$ cat src/rtl/timer_pkg.sv
// Shared types and constants for the M:SS countdown timer and the mode FSM
// that feeds it presets.
package timer_pkg;

    typedef enum logic [1:0] {
        ST_IDLE  = 2'd0,
        ST_RUN   = 2'd1,
        ST_PAUSE = 2'd2,
        ST_DONE  = 2'd3
    } state_t;

    localparam logic [3:0] SEC_UNIT_MAX = 4'd9;
    localparam logic [3:0] SEC_TENS_MAX = 4'd5;

    // Preset digits {minutes, seconds tens, seconds units} driven by the mode FSM
    localparam logic [3:0] PRESET_30S_D0 = 4'd0;
    localparam logic [3:0] PRESET_30S_D1 = 4'd3;
    localparam logic [3:0] PRESET_30S_D2 = 4'd0;
    localparam logic [3:0] PRESET_60S_D0 = 4'd0;
    localparam logic [3:0] PRESET_60S_D1 = 4'd0;
    localparam logic [3:0] PRESET_60S_D2 = 4'd1;

    function automatic logic [3:0] bcd_clamp(input logic [3:0] val, input logic [3:0] max);
        return (val > max) ? max : val;
    endfunction

endpackage

$ cat src/rtl/bcd_down_digit.sv
// One BCD digit of a down-counter; wraps 0 -> MAX and raises a borrow to the
// next more significant digit on the same decrement.
module bcd_down_digit #(
    parameter logic [3:0] MAX = 4'd9
) (
    input  logic       clk,
    input  logic       rst_p,
    input  logic       load,
    input  logic [3:0] load_val,
    input  logic       dec_en,
    output logic [3:0] value,
    output logic       borrow_out
);

    logic [3:0] r_value;

    always_ff @(posedge clk) begin
        if (rst_p) begin
            r_value <= 4'd0;
        end else if (load) begin
            r_value <= load_val;
        end else if (dec_en) begin
            r_value <= (r_value == 4'd0) ? MAX : r_value - 4'd1;
        end
    end

    assign value      = r_value;
    assign borrow_out = dec_en && (r_value == 4'd0);

endmodule

$ cat src/rtl/countdown_timer.sv
// M:SS countdown timer: clamps and loads a BCD preset, counts down one second
// per tick while running, and flags done at 0:00.
//
// state    | meaning
// ST_IDLE  | preset loaded (or reset), waiting for start
// ST_RUN   | decrementing on each tick
// ST_PAUSE | count frozen, start_stop resumes
// ST_DONE  | reached 0:00, only load or reset leaves
module countdown_timer
    import timer_pkg::*;
#(
    parameter int MIN_MAX = 9
) (
    input  logic       clk,
    input  logic       rst_p,
    input  logic       tick,
    input  logic       load,
    input  logic       start_stop,
    input  logic [3:0] mode_value_digit0,
    input  logic [3:0] mode_value_digit1,
    input  logic [3:0] mode_value_digit2,
    output logic [3:0] count_digit0,
    output logic [3:0] count_digit1,
    output logic [3:0] count_digit2,
    output logic       running,
    output logic       done
);

    localparam logic [3:0] MIN_LIMIT = 4'(MIN_MAX);

    state_t     r_state;
    state_t     w_state_nxt;
    logic       r_running;
    logic       r_done;
    logic       w_dec;
    logic       w_borrow0;
    logic       w_borrow1;
    logic       w_borrow2;
    logic       w_at_one;
    logic       w_is_zero;
    logic [3:0] w_d0;
    logic [3:0] w_d1;
    logic [3:0] w_d2;

    // A start_stop in the same cycle as a tick wins, so that tick is dropped.
    assign w_dec = (r_state == ST_RUN) && tick && !start_stop && !load;

    bcd_down_digit #(.MAX(SEC_UNIT_MAX)) u_digit0 (
        .clk        (clk),
        .rst_p      (rst_p),
        .load       (load),
        .load_val   (bcd_clamp(mode_value_digit0, SEC_UNIT_MAX)),
        .dec_en     (w_dec),
        .value      (w_d0),
        .borrow_out (w_borrow0)
    );

    bcd_down_digit #(.MAX(SEC_TENS_MAX)) u_digit1 (
        .clk        (clk),
        .rst_p      (rst_p),
        .load       (load),
        .load_val   (bcd_clamp(mode_value_digit1, SEC_TENS_MAX)),
        .dec_en     (w_borrow0),
        .value      (w_d1),
        .borrow_out (w_borrow1)
    );

    // Never borrows out: RUN is never held at 0:00.
    bcd_down_digit #(.MAX(MIN_LIMIT)) u_digit2 (
        .clk        (clk),
        .rst_p      (rst_p),
        .load       (load),
        .load_val   (bcd_clamp(mode_value_digit2, MIN_LIMIT)),
        .dec_en     (w_borrow1),
        .value      (w_d2),
        .borrow_out (w_borrow2)
    );

    assign w_at_one  = (w_d2 == 4'd0) && (w_d1 == 4'd0) && (w_d0 == 4'd1);
    assign w_is_zero = (w_d2 == 4'd0) && (w_d1 == 4'd0) && (w_d0 == 4'd0);

    always_comb begin
        w_state_nxt = r_state;
        if (load) begin
            w_state_nxt = ST_IDLE;
        end else begin
            case (r_state)
                ST_IDLE:  if (start_stop && !w_is_zero) w_state_nxt = ST_RUN;
                ST_RUN: begin
                    if (start_stop)            w_state_nxt = ST_PAUSE;
                    else if (tick && w_at_one) w_state_nxt = ST_DONE;
                end
                ST_PAUSE: if (start_stop) w_state_nxt = ST_RUN;
                ST_DONE:  w_state_nxt = ST_DONE;
                default:  w_state_nxt = ST_IDLE;
            endcase
        end
    end

    always_ff @(posedge clk) begin
        if (rst_p) begin
            r_state   <= ST_IDLE;
            r_running <= 1'b0;
            r_done    <= 1'b0;
        end else begin
            r_state   <= w_state_nxt;
            r_running <= (w_state_nxt == ST_RUN);
            r_done    <= (w_state_nxt == ST_DONE);
        end
    end

    assign count_digit0 = w_d0;
    assign count_digit1 = w_d1;
    assign count_digit2 = w_d2;
    assign running      = r_running;
    assign done         = r_done;

endmodule

$ cat config.mk
export PLATFORM = sky130hd
export DESIGN_NAME = countdown_timer
export DESIGN_NICKNAME = d
export VERILOG_FILES = /design/src/rtl/timer_pkg.sv /design/src/rtl/bcd_down_digit.sv /design/src/rtl/countdown_timer.sv
export SDC_FILE = /design/constraint.sdc
export NUM_CORES = 1
export LEC_CHECK = 0
export ABC_CLOCK_PERIOD_IN_PS = 4070
export BUFFER_PORTS_ARGS = -buffer_cell sky130_fd_sc_hd__buf_2
export CORE_MARGIN = 1
export CORE_UTILIZATION = 51
export DETAILED_ROUTE_END_ITERATION = 6
export PLACE_DENSITY_LB_ADDON = 0.05
export SLEW_MARGIN = 20
export SYNTH_ARGS = -nofsm -noshare
export SYNTH_HDL_FRONTEND = slang
export SYNTH_SLANG_ARGS = --single-unit
$ cat constraint.sdc
create_clock -name clk -period 4.07 [get_ports clk]
set_input_delay 0.814 -clock clk [delete_from_list [all_inputs] [get_ports clk]]
set_output_delay 0.814 -clock clk [all_outputs]
set_load 0.01 [all_outputs]
==> results by group <==
Layout
  • Fraction of layout cells with a size suffix above 1: 25.7%
  • Nets: 154
  • Fillers: 137
  • Multi-input gate area in the final layout: 515 um2
  • Area Growth Syn to Fin: 21.9%
  • Final instance area: 1050 um2
  • Ant diodes: 0
  • Storage element area: 320 um2

Clocking
  • TritonCTS Buffers: 3
  • CTS Sinks: 16
  • Clk buf depth: 2
  • Htree depth: 1
  • Clk root buf: clkbuf_4
  • Clk pin slew, worst setup/hold paths: 90 ps
  • Hold-fix buffers at CTS: 0
  • Clk_lat worst skew: 290 ps
  • PostCTS Resize Cnt: 0
  • Setup Buffers After CTS: 0
  • CTS tree: built

Logic synthesis
  • Primary FF master, synth: dfxtp_1
  • Top cell type's share of synthesized area: 37.0%
  • Top cells by area, synth: dfxtp_1 (37%), o21ai_0 (5.8%), nor2_1 (4.8%)
  • Post-synth EDFFs: 0
  • Ys Warns: 0
  • Leading area contributor after synthesis: dfxtp_1
  • Commonest cells in the netlist: dfxtp_1 (16), nor2_1 (11), o21ai_0 (10), nand3_1 (6)
  • Count leader, synth: dfxtp_1
  • Synth Register Bits: 16
  • Cell variety after synth: 39
  • Net Count, Synth: 123
  • Gate Count Post-Synth: 106
  • Syn Area/Cell: 8.16 um2
  • Synthesized area: 865 um2
  • Async SR Flop Fraction: 0%
  • Seq/Total Area, Yosys: 37.0%

Setup path
  • Critical Path Start: start_stop
  • Max incr delay on CP: 450 ps
  • Worst Path Arrival: 2390 ps
  • CP Launch Type: primary input
  • Cell mode on critical path: nand4bb_1
  • CP endpoint: u_digit2.value[2]$_SDFFE_PP0P_
  • Required @ worst endpoint: 4240 ps
  • Reg2reg end: u_digit2.value[2]$_SDFFE_PP0P_
  • Worst reg-to-reg setup slack: 2150 ps
  • Crit Path Class: primary input to register
  • Worst r2r src: r_state[1]$_SDFF_PP0_
  • CP Capture Type: register
  • Crit path cell chain: buf_2, nand4bb_1, nand4bb_1, o311a_1, a221o_1
  • Slowest CP cell: nand4bb_1
  • CP Max Fanout: 9
  • Reg2Reg Depth: 4

Hold path
  • Min-delay worst type: register to register

Placed design
  • Port-buffer cells: 30
  • GPL Wtd Cong: 0.808
  • DP Wirelength: 1400 um
  • Placed Area: 1020 um2

GRT
  • Global-route wire length before repair: 2950 um
  • Global routing usage on met3: 3.83%
  • Total congestion overflow: 0
  • Global Route Usage Sum: 20.8%
  • Initial antenna violation count: 0
  • Most Used Layer, Global Route: met2
  • Met2 track demand over resource: 30.4%
  • Vias in the first global route: 682
  • Largest net degree at the start of global routing: 16
  • Met1 Use GR: 29.1%

Floorplan
  • Core Area: 1540 um2
  • Initial Utilization: 56.1%
  • Die extent in x: 43.2 um
  • Die height: 43.2 um
  • IO Pins: 31
  • Row count: 14
  • DIE AREA: 1860 um2

Run status
  • Status: finished, final reports clean

STA
  • Clk_skew: 10.6 ps
  • Setup TNS: 0 ps
  • Hold Slack: 465 ps
  • Fmax: 451 MHz
  • Tmin final: 2220 ps
  • Endpoints failing hold: 0
  • Slew HR: 65.9%
  • RSZ-0062 raised after global routing: no
  • Tcrit/Tclk final: 54.5%
  • Fin. max-slew vios: 0
  • Slew @ Worst Pin: 505 ps
  • Setup-failing EPs final: 0

Routing
  • DRT Pass-1 Iters: 4
  • DRT iter0 DRCs: 27
  • Vias per cell: 5.73
  • DRC violations left: 0
  • Drt total wl: 1860 um
  • Vias: 871
  • Post-route ant nets: 0
  • WL/cell: 12.2 um

Power and ir drop
  • Worst vdd ir: 0.202 mV
  • Power Density: 320 nW/um2
  • LEAKAGE: 0.000462 uW
  • Power, Total: 337 uW

Flow run
  • Max cap viols: 0
through the flow:
step | util, % | worst slack (ps) | std cells
global route | 68.3 | 1780 | 152
finish | 68.3 | 1850 | 152
floorplan | - | 1960 | 106
CTS | 68.3 | 1860 | 152
detailed placement | 66.0 | 1560 | 148
global placement | 66.0 | 1600 | 148
state kept, by name, indices dropped and copies added, names as in the netlist:
name / flops
u_digit0.value: 4
u_digit2.value: 4
r_state: 2
running: 1
done: 1
u_digit1.value: 4
cell type report:
type / count / share of cell area, %
multi-input cells: 83 / 48.9
repair buffers: 30 / 14.3
flip-flops and latches: 16 / 30.4
inverters: 3 / 1.07
clock buffers: 4 / 3.44
well taps: 16 / 1.90
critical path: cells and delay by family:
family,cells,cell delay (ps)
buffers and inverters,1,130
AO/OA/AOI/OAI,2,630
AND/OR/NAND/NOR,2,820
worst min path at each step:
stage                                   startpoint                              to  slack, ps  depth (start not counted)
finish              u_digit1.value[3]$_SDFFE_PP0P_  u_digit1.value[3]$_SDFFE_PP0P_        460                          2
global route        u_digit1.value[3]$_SDFFE_PP0P_  u_digit1.value[3]$_SDFFE_PP0P_        520                          2
CTS                 u_digit1.value[3]$_SDFFE_PP0P_  u_digit1.value[3]$_SDFFE_PP0P_        470                          2
detailed placement  u_digit1.value[3]$_SDFFE_PP0P_  u_digit1.value[3]$_SDFFE_PP0P_        450                          2
global placement    u_digit1.value[3]$_SDFFE_PP0P_  u_digit1.value[3]$_SDFFE_PP0P_        440                          2
floorplan           u_digit1.value[3]$_SDFFE_PP0P_  u_digit1.value[3]$_SDFFE_PP0P_        470                          2
cells by family (layout without fill, tap and decap cells):
kind of cell    after synthesis  in the layout  share of synthesized area, %
compound gates               32             32                          24.5
xor+xnor                      2              2                          2.03
buf+inv                       7             37                          3.33
flops                        16             16                          37.0
mux                           2              2                          2.32
simple gates                 47             47                          30.8
metal layers:
metal	wire (um)	part of all wire, %
met1	899	48
met2	861	46
met3	86	4.6
met4	13	0.70
met5	0	0
report_power, final:
part           internal (uW)  switching, uW  total, uW
Combinational           26.6           29.3       55.9
Clock                   54.4           50.9        105
Sequential               164           11.4        176
Total                    246           91.6        337
layout by cell type (no fill, tap or decap), types with 2 or more instances in the layout:
cell       Yosys  routed
a21o_1         2       2
a21oi_1        5       5
buf_2          1      30
clkbuf_4       0       3
dfxtp_1       16      16
inv_1          3       3
mux2i_1        2       2
nand2_1        5       5
nand2b_1       2       2
nand3_1        6       6
nand3b_1       2       2
nand4bb_1      2       2
nor2_1        11      11
nor2b_1        2       2
nor3_1         4       4
nor4_1         2       2
o21a_1         3       3
o21ai_0       10      10
o21bai_1       2       2
o31ai_1        2       2
or4_1          3       3
xnor2_1        2       2
Note: power is estimated with default switching activity, not from simulation.
